File: src/rtl/spi_flash_reader.sv
// SPI mode-0 flash read engine: one READ (0x03) command per 32-bit word fetch.
// Returns the four bytes at the word address as a little-endian word.
module spi_flash_reader #(
    parameter int unsigned CLK_DIV = 2,
    parameter int unsigned CS_GAP  = 2
) (
    input  logic        clk_i,
    input  logic        rst_ni,
    input  logic        req_i,
    input  logic [23:0] addr_i,
    output logic        gnt_o,
    output logic        rvalid_o,
    output logic [31:0] rdata_o,
    output logic        sck_o,
    output logic        sdo_o,
    input  logic        sdi_i,
    output logic        cs_no
);

    localparam int DIV_W = 8;
    localparam int GAP_W = 4;

    typedef enum logic [1:0] {
        IDLE  = 2'd0,
        SHIFT = 2'd1,
        GAP   = 2'd2
    } state_e;

    state_e             state_q, state_d;
    logic               ready_q, ready_d;
    logic [31:0]        tx_q, tx_d;
    logic [31:0]        rx_q, rx_d;
    logic [5:0]         bit_q, bit_d;
    logic [DIV_W-1:0]   div_q, div_d;
    logic [GAP_W-1:0]   gap_q, gap_d;
    logic               cs_n_q, cs_n_d;
    logic               sck_q, sck_d;
    logic               sdo_q, sdo_d;
    logic               rvalid_q, rvalid_d;
    logic [31:0]        rdata_q, rdata_d;

    logic               gnt;
    logic               div_end;
    logic [31:0]        tx_word;
    logic               addr_unused;

    assign addr_unused = ^addr_i[1:0];

    assign gnt     = req_i & ready_q & (state_q == IDLE);
    assign div_end = (div_q == DIV_W'(CLK_DIV - 1));
    assign tx_word = {8'h03, addr_i[23:2], 2'b00};

    always_comb begin
        state_d  = state_q;
        ready_d  = 1'b1;
        tx_d     = tx_q;
        rx_d     = rx_q;
        bit_d    = bit_q;
        div_d    = div_q;
        gap_d    = gap_q;
        cs_n_d   = cs_n_q;
        sck_d    = sck_q;
        sdo_d    = sdo_q;
        rvalid_d = 1'b0;
        rdata_d  = rdata_q;

        unique case (state_q)
            IDLE: begin
                if (gnt) begin
                    tx_d    = tx_word;
                    bit_d   = 6'd0;
                    div_d   = '0;
                    cs_n_d  = 1'b0;
                    sck_d   = 1'b0;
                    sdo_d   = tx_word[31];
                    state_d = SHIFT;
                end
            end
            SHIFT: begin
                if (!div_end) begin
                    div_d = div_q + DIV_W'(1);
                end else begin
                    div_d = '0;
                    if (!sck_q) begin
                        sck_d = 1'b1;
                        // Second half of the frame carries flash data.
                        if (bit_q[5]) begin
                            rx_d = {rx_q[30:0], sdi_i};
                        end
                    end else begin
                        sck_d = 1'b0;
                        if (bit_q == 6'd63) begin
                            cs_n_d   = 1'b1;
                            sdo_d    = 1'b0;
                            rvalid_d = 1'b1;
                            rdata_d  = {rx_q[7:0], rx_q[15:8],
                                        rx_q[23:16], rx_q[31:24]};
                            gap_d    = '0;
                            state_d  = GAP;
                        end else begin
                            bit_d = bit_q + 6'd1;
                            tx_d  = {tx_q[30:0], 1'b0};
                            sdo_d = (bit_q < 6'd31) ? tx_q[30] : 1'b0;
                        end
                    end
                end
            end
            GAP: begin
                if (gap_q == GAP_W'(CS_GAP - 1)) begin
                    state_d = IDLE;
                end else begin
                    gap_d = gap_q + GAP_W'(1);
                end
            end
            default: begin
                state_d = IDLE;
            end
        endcase
    end

    always_ff @(posedge clk_i or negedge rst_ni) begin
        if (!rst_ni) begin
            state_q  <= IDLE;
            ready_q  <= 1'b0;
            tx_q     <= '0;
            rx_q     <= '0;
            bit_q    <= '0;
            div_q    <= '0;
            gap_q    <= '0;
            cs_n_q   <= 1'b1;
            sck_q    <= 1'b0;
            sdo_q    <= 1'b0;
            rvalid_q <= 1'b0;
            rdata_q  <= '0;
        end else begin
            state_q  <= state_d;
            ready_q  <= ready_d;
            tx_q     <= tx_d;
            rx_q     <= rx_d;
            bit_q    <= bit_d;
            div_q    <= div_d;
            gap_q    <= gap_d;
            cs_n_q   <= cs_n_d;
            sck_q    <= sck_d;
            sdo_q    <= sdo_d;
            rvalid_q <= rvalid_d;
            rdata_q  <= rdata_d;
        end
    end

    assign gnt_o    = gnt;
    assign rvalid_o = rvalid_q;
    assign rdata_o  = rdata_q;
    assign sck_o    = sck_q;
    assign sdo_o    = sdo_q;
    assign cs_no    = cs_n_q;

endmodule

File: config.mk
export PLATFORM = sky130hd
export DESIGN_NAME = spi_flash_reader
export DESIGN_NICKNAME = d
export VERILOG_FILES = /design/src/rtl/spi_flash_reader.sv
export SDC_FILE = /design/constraint.sdc
export NUM_CORES = 1
export LEC_CHECK = 0
export BUFFER_PORTS_ARGS = -buffer_cell sky130_fd_sc_hd__buf_2
export CAP_MARGIN = 20
export CORE_MARGIN = 1.5
export CORE_UTILIZATION = 50
export CTS_BUF_LIST = sky130_fd_sc_hd__clkbuf_2
export DETAILED_ROUTE_END_ITERATION = 12
export MAX_ROUTING_LAYER = met4
export PLACE_DENSITY = 0.74
export SLEW_MARGIN = 15
export SYNTH_ARGS = -nofsm -noshare
export SYNTH_HDL_FRONTEND = slang
export SYNTH_SLANG_ARGS = --single-unit
export TNS_END_PERCENT = 50
File: constraint.sdc
create_clock -name clk_i -period 7 [get_ports clk_i]
set_clock_uncertainty 0.05 [all_clocks]
set_input_delay 1.4 -clock clk_i [delete_from_list [all_inputs] [get_ports clk_i]]
set_output_delay 1.4 -clock clk_i [all_outputs]
set_load 0.005 [all_outputs]
# Word level (Yosys, flattened, before mapping)
# Index checks and enable logic that the tools add are counted.
dict set report totals {
  word_cells 84
  rom_bits 0
  memories 0
  mem_bits_rw 0
  out_inout_bits 37
  register_bits 120
  latchBits 0
  inputBits 28
}
dict set report classes {
  order_cmp 1
  n_div 0
  mux 41
  eq_ne 12
  n_reduce_logical 12
  mul 0
  addsub 3
  n_bitwise 3
  shifts 0
}
# op count
set ops {}
lappend ops {{31-bit 2-to-1 mux} 4}
lappend ops {{31-bit case mux with 2 select lines} 1}
lappend ops {{6-bit 2-to-1 mux} 4}
lappend ops {{5-bit AND reduction} 4}
lappend ops {{4-bit 2-to-1 mux} 4}
lappend ops {{8-bit 2-to-1 mux} 2}
lappend ops {{8-bit case mux with 2 select lines} 1}
lappend ops {{1-bit 2-to-1 mux} 14}
lappend ops {{2-bit != test, second input constant} 7}
lappend ops {{6-bit case mux with 2 select lines} 1}
lappend ops {{4-bit AND reduction} 3}
lappend ops {{2-bit 2-to-1 mux} 5}
lappend ops {{8-bit by 1-bit adder with 8-bit output, second input constant} 1}
lappend ops {{8-bit by 1-bit == test with 1-bit output, second input constant} 1}
lappend ops {{4-bit case mux with 2 select lines} 1}
lappend ops {{6-bit by 1-bit adder with 6-bit output, second input constant} 1}
lappend ops {{6-bit == test, second input constant} 1}
lappend ops {{6-bit by 5-bit < comparator with 1-bit output, second input constant} 1}
lappend ops {{1-bit case mux with 2 select lines} 3}
lappend ops {{2-bit case mux with 3 select lines} 1}
lappend ops {{4-bit by 1-bit adder with 4-bit output, second input constant} 1}
lappend ops {{4-bit by 1-bit == test with 1-bit output, second input constant} 1}
lappend ops {{2-bit nonzero test} 2}
lappend ops {{3-bit AND reduction} 1}
lappend ops {{6 further kinds} 7}

# Depth between registers and ports, before layout
# Gate-level depths: netlist (run 1).
dict set report depth {
  ltp_word 6
  ltp_mapped 8
  mapped_depth_nobuf 6
}

# Worst setup path before layout (run 1)
# No wires, ideal clock.
dict set report synth_timing {
  kind {input to output}
  start {in req_i}
  end {out gnt_o}
  t_arrival_ns 1.646
  path_buffers 0
  path_stages 2
  slack_ns 3.904
  required_ns 5.550
  cell_sequence {nand2_1 nor3_1}
}
dict set report synth_via {
  elab_chain_cells 2
}
# item line
set synth_lines {}
lappend synth_lines {{start: declaration} 9} ;# input logic req_i,
lappend synth_lines {{1-bit AND (2 in a row)} 49} ;# assign gnt = req_i & ready_q & (state_q == IDLE);
lappend synth_lines {{end: declaration} 11} ;# output logic gnt_o,
# No other way between the ends.

# Worst setup path after layout (run 1)
# Ends and elaborated chain as after synthesis.

==> results of run 1 <==
-- cell usage after synthesis (all sizes together) --
cell,n
dfrtp,117
mux2,87
nand2,70
buf,19
o21ai,19
inv,13
nor2,10
a31oi,8
a21oi,7
nand4,7
a41oi,6
and2,6
clkbuf,6
ha,5
nand3,5
nor3,4
mux2i,3
nand2b,3
a21o,2
a31o,2
and3,2
nor4b,2
o21a,2
o31ai,2
a21boi,1
a22o,1
a311o,1
a311oi,1
and4,1
conb,1
dfstp,1
nor2b,1
nor4,1
o22a,1
o22ai,1
o41ai,1
or3,1
xnor2,1
-- final cells by class --
type,instances,area [um2]
inverter,13,48.8
fill,845,4400
tap,136,170
timing repair buffer,66,343
clock inverter,13,206
sequential,118,2950
clock buffer,18,90.1
multi-input combinational,265,2110
-- critical path, cell delays in order --
cell and delay [ps]:
buf_2 90, nand2_1 40, nor3_1 170, buf_2 150
-- routing by layer --
metal | share of wire | wire length (um)
met5 | 0 | 0
met4 | 0.0089 | 83
met3 | 0.030 | 279
met2 | 0.48 | 4490
met1 | 0.48 | 4450
-- through the flow --
stage / total power [mW] / util / area (um2) / cells / worst slack [ps]
6_report: 1.23 / 0.574 / 5920 / 629 / 3690
3_5_place_dp: 0.717 / 0.545 / 5630 / 598 / 3690
3_3_place_gp: 0.717 / 0.545 / 5630 / 598 / 3680
4_1_cts: 1.25 / 0.574 / 5920 / 629 / 3680
5_1_grt: 1.28 / 0.574 / 5920 / 629 / 3640
2_1_floorplan: 0.696 / - / 5300 / 421 / 3900
-- sequential cells by signal, summed over array words and instances, names as in the netlist --
register and cells:
rdata_o 32, ready_q 1, sdo_o 1, state_q 2
cs_no 1, bit_q 6, rvalid_o 1, div_q 8
tx_q 29, gap_q 4, sck_o 1, rx_q 32
-- where the power goes --
| part | internal, mW | leakage [nW] | total (mW) | switching [mW] |
|---|---|---|---|---|
| sequential | 0.683 | 1.55 | 0.683 | 0.000420 |
| combinational | 0.00591 | 1.47 | 0.0207 | 0.0148 |
| clock | 0.270 | 0.171 | 0.525 | 0.256 |
-- cells in the final DEF, fill, tap and decap left out, types with 6 or more instances in the layout --
cell,n
nand2_1,69
o21ai_0,19
nand4_1,7
dfrtp_1,117
clkbuf_2,18
a31oi_1,8
mux2_4,30
inv_1,13
a21oi_1,7
nor2_1,10
mux2_2,56
buf_2,61
a41oi_1,6
-- worst max path at each step --
stage	start	to
after global placement	req_i	gnt_o
final	req_i	gnt_o
after global routing	req_i	gnt_o
after floorplan	req_i	gnt_o
after CTS	req_i	gnt_o
after detailed placement	req_i	gnt_o
-- cell families (layout without fill, tap and decap cells) --
kind of cell / Yosys count / count (layout) / share of synthesized area
multiplexers: 90 / 90 / 0.212
flip-flops: 118 / 118 / 0.557
AO/OA/AOI/OAI: 55 / 55 / 0.0718
adder cells (fa/ha/maj): 5 / 5 / 0.0118
AND/OR/NAND/NOR: 113 / 113 / 0.0996
XOR/XNOR: 1 / 1 / 0.00165
other: 1 / 1 / 0.000708
buffers and inverters: 38 / 110 / 0.0453
==> run summary, run 1 <==
## Global route
* **initial antenna violation count** 0
* **met2 usage in global routing** 0.285
* **wire length of the first global-routing pass** 15.9 mm
* **number of global-route vias before repair** 3269
* **final global-route overflow total** 0
* **global routing met3 resource utilization** 0.0448
* **GRT Overall Usage** 0.186
* **maximum number of pins on one net before global-route repair** 79
* **met1 capacity usage during global routing** 0.246
* **gr busiest metal** met2

## Pwr
* **total power divided by cell area** 208 nW/um2
* **leakage power** 3.19 nW
* **largest vdd supply drop** 0.105 mV

## Floorplanning
* **placeable core region** 10300 um2
* **Row Count** 37
* **Die X-Extent** 106 um
* **number of ports placed on the die boundary** 65
* **total die area** 11200 um2
* **die boundary height** 106 um
* **initial core utilization** 0.513

## Timing
* **setup repair after global routing missed its margin** no
* **count of pins over their slew limit** 0
* **final hold slack** 456 ps
* **final cycle utilization of the critical path** 0.472
* **hold violation count in the final report** 0
* **final critical delay including setup and external delays** 3310 ps
* **Setup Total Neg Slack** 0 ps
* **Final Setup Violations** 0
* **Slew headroom** 0.323
* **Tightest Pin Transition** 1020 ps
* **highest attainable clock frequency** 0.302 GHz

## Synthesis
* **area share of the largest cell type after synthesis** 0.552
* **cell types occupying the most area after synthesis** dfrtp_1 (55%), mux2_2 (12%), mux2_4 (8.5%)
* **number of nets produced by synthesis** 454
* **mean instance size in the synthesized netlist** 12.6 um2
* **synthesized area** 5300 um2
* **Yosys top cell by area** dfrtp_1
* **number of warnings reported in the yosys synthesis log** 0
* **number of distinct standard cells referenced by the synthesized netlist** 49
* **sequential cell area fraction in the yosys report** 0.557
* **Mapped Cells** 421
* **total of flip-flops plus latches after synthesis** 118

## Setup path
* **required time of the critical path** 5550 ps
* **crit path launch type** input port
* **Worst R2R Path Depth** 6
* **kind of end point of the critical path** output pin
* **destination of the worst register-to-register timing path** rx_q[5]
* **signal arrival time at the worst endpoint** 1860 ps
* **Worst Path Class, Setup** in2out
* **worst-path maximum fanout** 2
* **worst reg2reg path startpoint** div_q[1]
* **r2r setup slk** 4340 ps

## CTS
* **Clk Latency, worst-skew pair** 610 ps
* **CTS tree** yes
* **clock tree sinks** 118
* **hold-fix buffers at CTS** 0
* **# resized after CTS** 0
* **number of buffers inserted by post-CTS setup repair** 0
* **maximum buffer depth of the clock tree** 2
* **total CTS buffers** 17
* **Clock H-tree levels** 4
* **clock slew at the register clock pins of the worst setup and hold paths** 170 ps
* **root buf cell** clkbuf_2

## Run status
* **outcome** completed

## Route
* **average via count per standard cell** 5.28
* **WL final** 9.31 mm
* **count of nets left with antenna violations after detail routing** 0
* **iteration-0 DRC count of the detailed router** 111
* **first drt pass iteration count** 4
* **drt wl/cell** 14.8 um
* **number of vias in the routed layout** 3322
* **DRC Markers** 0

## Worst hold path
* **worst min-delay path category** reg2reg
* **Cells on Worst Hold Path** 1
* **Hold Crit Endpoint** gap_q[3]
* **Hold Startpoint** gap_q[3]

## Finish
* **area delta synth->final** 11.7%
* **n_diodes** 0
* **NumNets Final** 514
* **fraction of final layout cells sized beyond drive strength 1** 0.394

## Placed design
* **GP Congestion** 0.805
* **HPWL after detailed placement** 5.89 mm
* **number of input and output port buffers inserted** 62

## Run
* **# Max-Cap Violations** 0

(Power assumes the default switching activity.)
==> run 2, diff against run 1 <==
clock period = 3.2 ns   (was 7 ns; I/O delays follow)
==> run 2 against run 1 <==
Net effect: clock power rose by 63%; sequential power rose by 120%; non-clock buffer count rose by 6; final cell count rose by 0.79%; sequential share of layout area rose by 0.38 points; highest routed layer unchanged.
==> run summary, run 2 (synthesis results as in run 1) <==
## Setup path
* **CP max stage cell** and2_2
* **buffers plus inverters on the worst setup path** 1, -1
* **worst-path maximum fanout** 31, +29
* **required time of the critical path** 3660 ps, -1890 ps
* **signal arrival time at the worst endpoint** 2970 ps, +1110 ps
* **Worst Path Class, Setup** reg2reg
* **kind of end point of the critical path** flip-flop
* **crit path launch type** flip-flop
* **cell class contributing the biggest share of worst-path delay** simple AND/OR/NAND/NOR gates
* **cells along the critical path** inv_1 > ha_1 > nor4b_4 > and2_2 > o21a_4 > mux2_2
* **worst reg2reg path startpoint** div_q[1]
* **largest incremental delay on the critical path** 450 ps, +280 ps
* **start point of the critical path** div_q[1]

## CTS
* **CTS tree** yes
* **total CTS buffers** 17, unchanged
* **number of buffers inserted by post-CTS setup repair** 0, unchanged
* **hold-fix buffers at CTS** 1, +1
* **clock slew at the register clock pins of the worst setup and hold paths** 160 ps, about the same
* **Clk Latency, worst-skew pair** 620 ps, about the same
* **clock tree sinks** 118, unchanged
* **maximum buffer depth of the clock tree** 2, unchanged
* **root buf cell** clkbuf_2
* **Clock H-tree levels** 4, unchanged
* **# resized after CTS** 0, unchanged

## Floorplanning
* **initial core utilization** 0.513, unchanged
* **Die X-Extent** 106 um, unchanged
* **number of ports placed on the die boundary** 65, unchanged
* **Row Count** 37, unchanged
* **placeable core region** 10300 um2, unchanged
* **total die area** 11200 um2, unchanged
* **die boundary height** 106 um, unchanged

## Route
* **WL final** 9.15 mm, -1.7%
* **count of nets left with antenna violations after detail routing** 0, unchanged
* **first drt pass iteration count** 6, +2
* **number of vias in the routed layout** 3295, -0.81%
* **iteration-0 DRC count of the detailed router** 169, +52%
* **drt wl/cell** 14.4 um, -2.5%
* **average via count per standard cell** 5.20, -1.6%
* **DRC Markers** 0, unchanged

## Finish
* **most used cells in the layout excluding fill and tap cells** dfrtp_1 (117), nand2_1 (69), buf_2 (61)
* **most frequent standard cell in the layout excluding fill and tap cells** dfrtp_1
* **NumNets Final** 520, +1.2%
* **n_diodes** 0, unchanged
* **final instance area** 5880 um2, -0.76%
* **fraction of final layout cells sized beyond drive strength 1** 0.390, -0.00395
* **area delta synth->final** 10.9%

## Pwr
* **total power consumption of the routed design** 2.40 mW, +95%
* **largest vdd supply drop** 0.280 mV, +170%
* **leakage power** 3.17 nW, -0.53%
* **total power divided by cell area** 408 nW/um2, +96%

## Global route
* **initial antenna violation count** 0, unchanged
* **number of global-route vias before repair** 3418, +4.6%
* **wire length of the first global-routing pass** 16.2 mm, +1.6%
* **final global-route overflow total** 0, unchanged
* **GRT Overall Usage** 0.188, +0.00242
* **maximum number of pins on one net before global-route repair** 58, -27%

## Timing
* **Slew headroom** 0.544, +0.221
* **final critical delay including setup and external delays** 2510 ps
* **Tightest Pin Transition** 684 ps, -331 ps
* **final cycle utilization of the critical path** 0.783
* **highest attainable clock frequency** 0.399 GHz
* **count of pins over their slew limit** 0, unchanged
* **hold violation count in the final report** 0, unchanged
* **Final Setup Violations** 0, unchanged
* **setup repair after global routing missed its margin** no
* **Setup Total Neg Slack** 0 ps, unchanged

## Worst hold path
* **worst min-delay path category** in2reg
* **Hold Startpoint** sdi_i

## Placed design
* **GP Congestion** 0.803, -0.27%
* **number of input and output port buffers inserted** 62, unchanged
* **HPWL after detailed placement** 6.17 mm, +4.6%
* **standard cell area after detailed placement** 5660 um2, +0.67%

## Run status
* **outcome** completed

## Run
* **# Max-Cap Violations** 0, unchanged

==> run 2: changes by cell type in the layout (fill, tap and decap cells not counted), sizes merged <==
cell         change
clkinv           +2
bufinv           -3
dlygate4sd3      +1
buf              +5
==> run 2: final timing paths <==
path                          endpoint  slack [ps]  depth (start not counted)
setup / recovery              tx_q[17]         690                          6
hold / removal                 rx_q[0]         190                          2
setup reg to reg              tx_q[17]         690                          6
hold reg to reg               gap_q[3]         450                          1
max in group asynchronous        cs_no        1740                          3
min in group asynchronous  rdata_o[18]         530                          2
==> run 2: layout make-up <==
| cell class | count | area [um2] |
|---|---|---|
| clock buffers | 18 | 90.1 |
| flip-flops and latches | 118 | 2950 |
| repair buffers | 72 | 390 |
| multi-input cells | 265 | 2110 |
| fillers | 867 | 4450 |
| well taps | 136 | 170 |
| inverters | 13 | 48.8 |
| clock inverters | 12 | 114 |
==> run 2: routing by layer <==
metal | global-route usage | vias up | part of all wire
met5 | - | - | 0
met4 | 0.0763 | 0 | 0.012
met3 | 0.0417 | 9 | 0.044
met2 | 0.283 | 72 | 0.48
met1 | 0.249 | 1615 | 0.46
li1 | - | 1599 | -
==> run 2: metrics by stage <==
stage	hold WS [ps]	utilization	setup WS, ps	std cells
after floorplan	294	-	942	421
final	195	0.569	695	634
after CTS	150	0.569	687	634
after detailed placement	427	0.549	734	603
after global placement	419	0.549	789	603
after global routing	123	0.569	492	634
==> run 2: report_power, final <==
| part | internal (mW) | switching (mW) |
|---|---|---|
| Combinational | 0.0153 | 0.0324 |
| Clock | 0.338 | 0.515 |
| Sequential | 1.49 | 0.000937 |
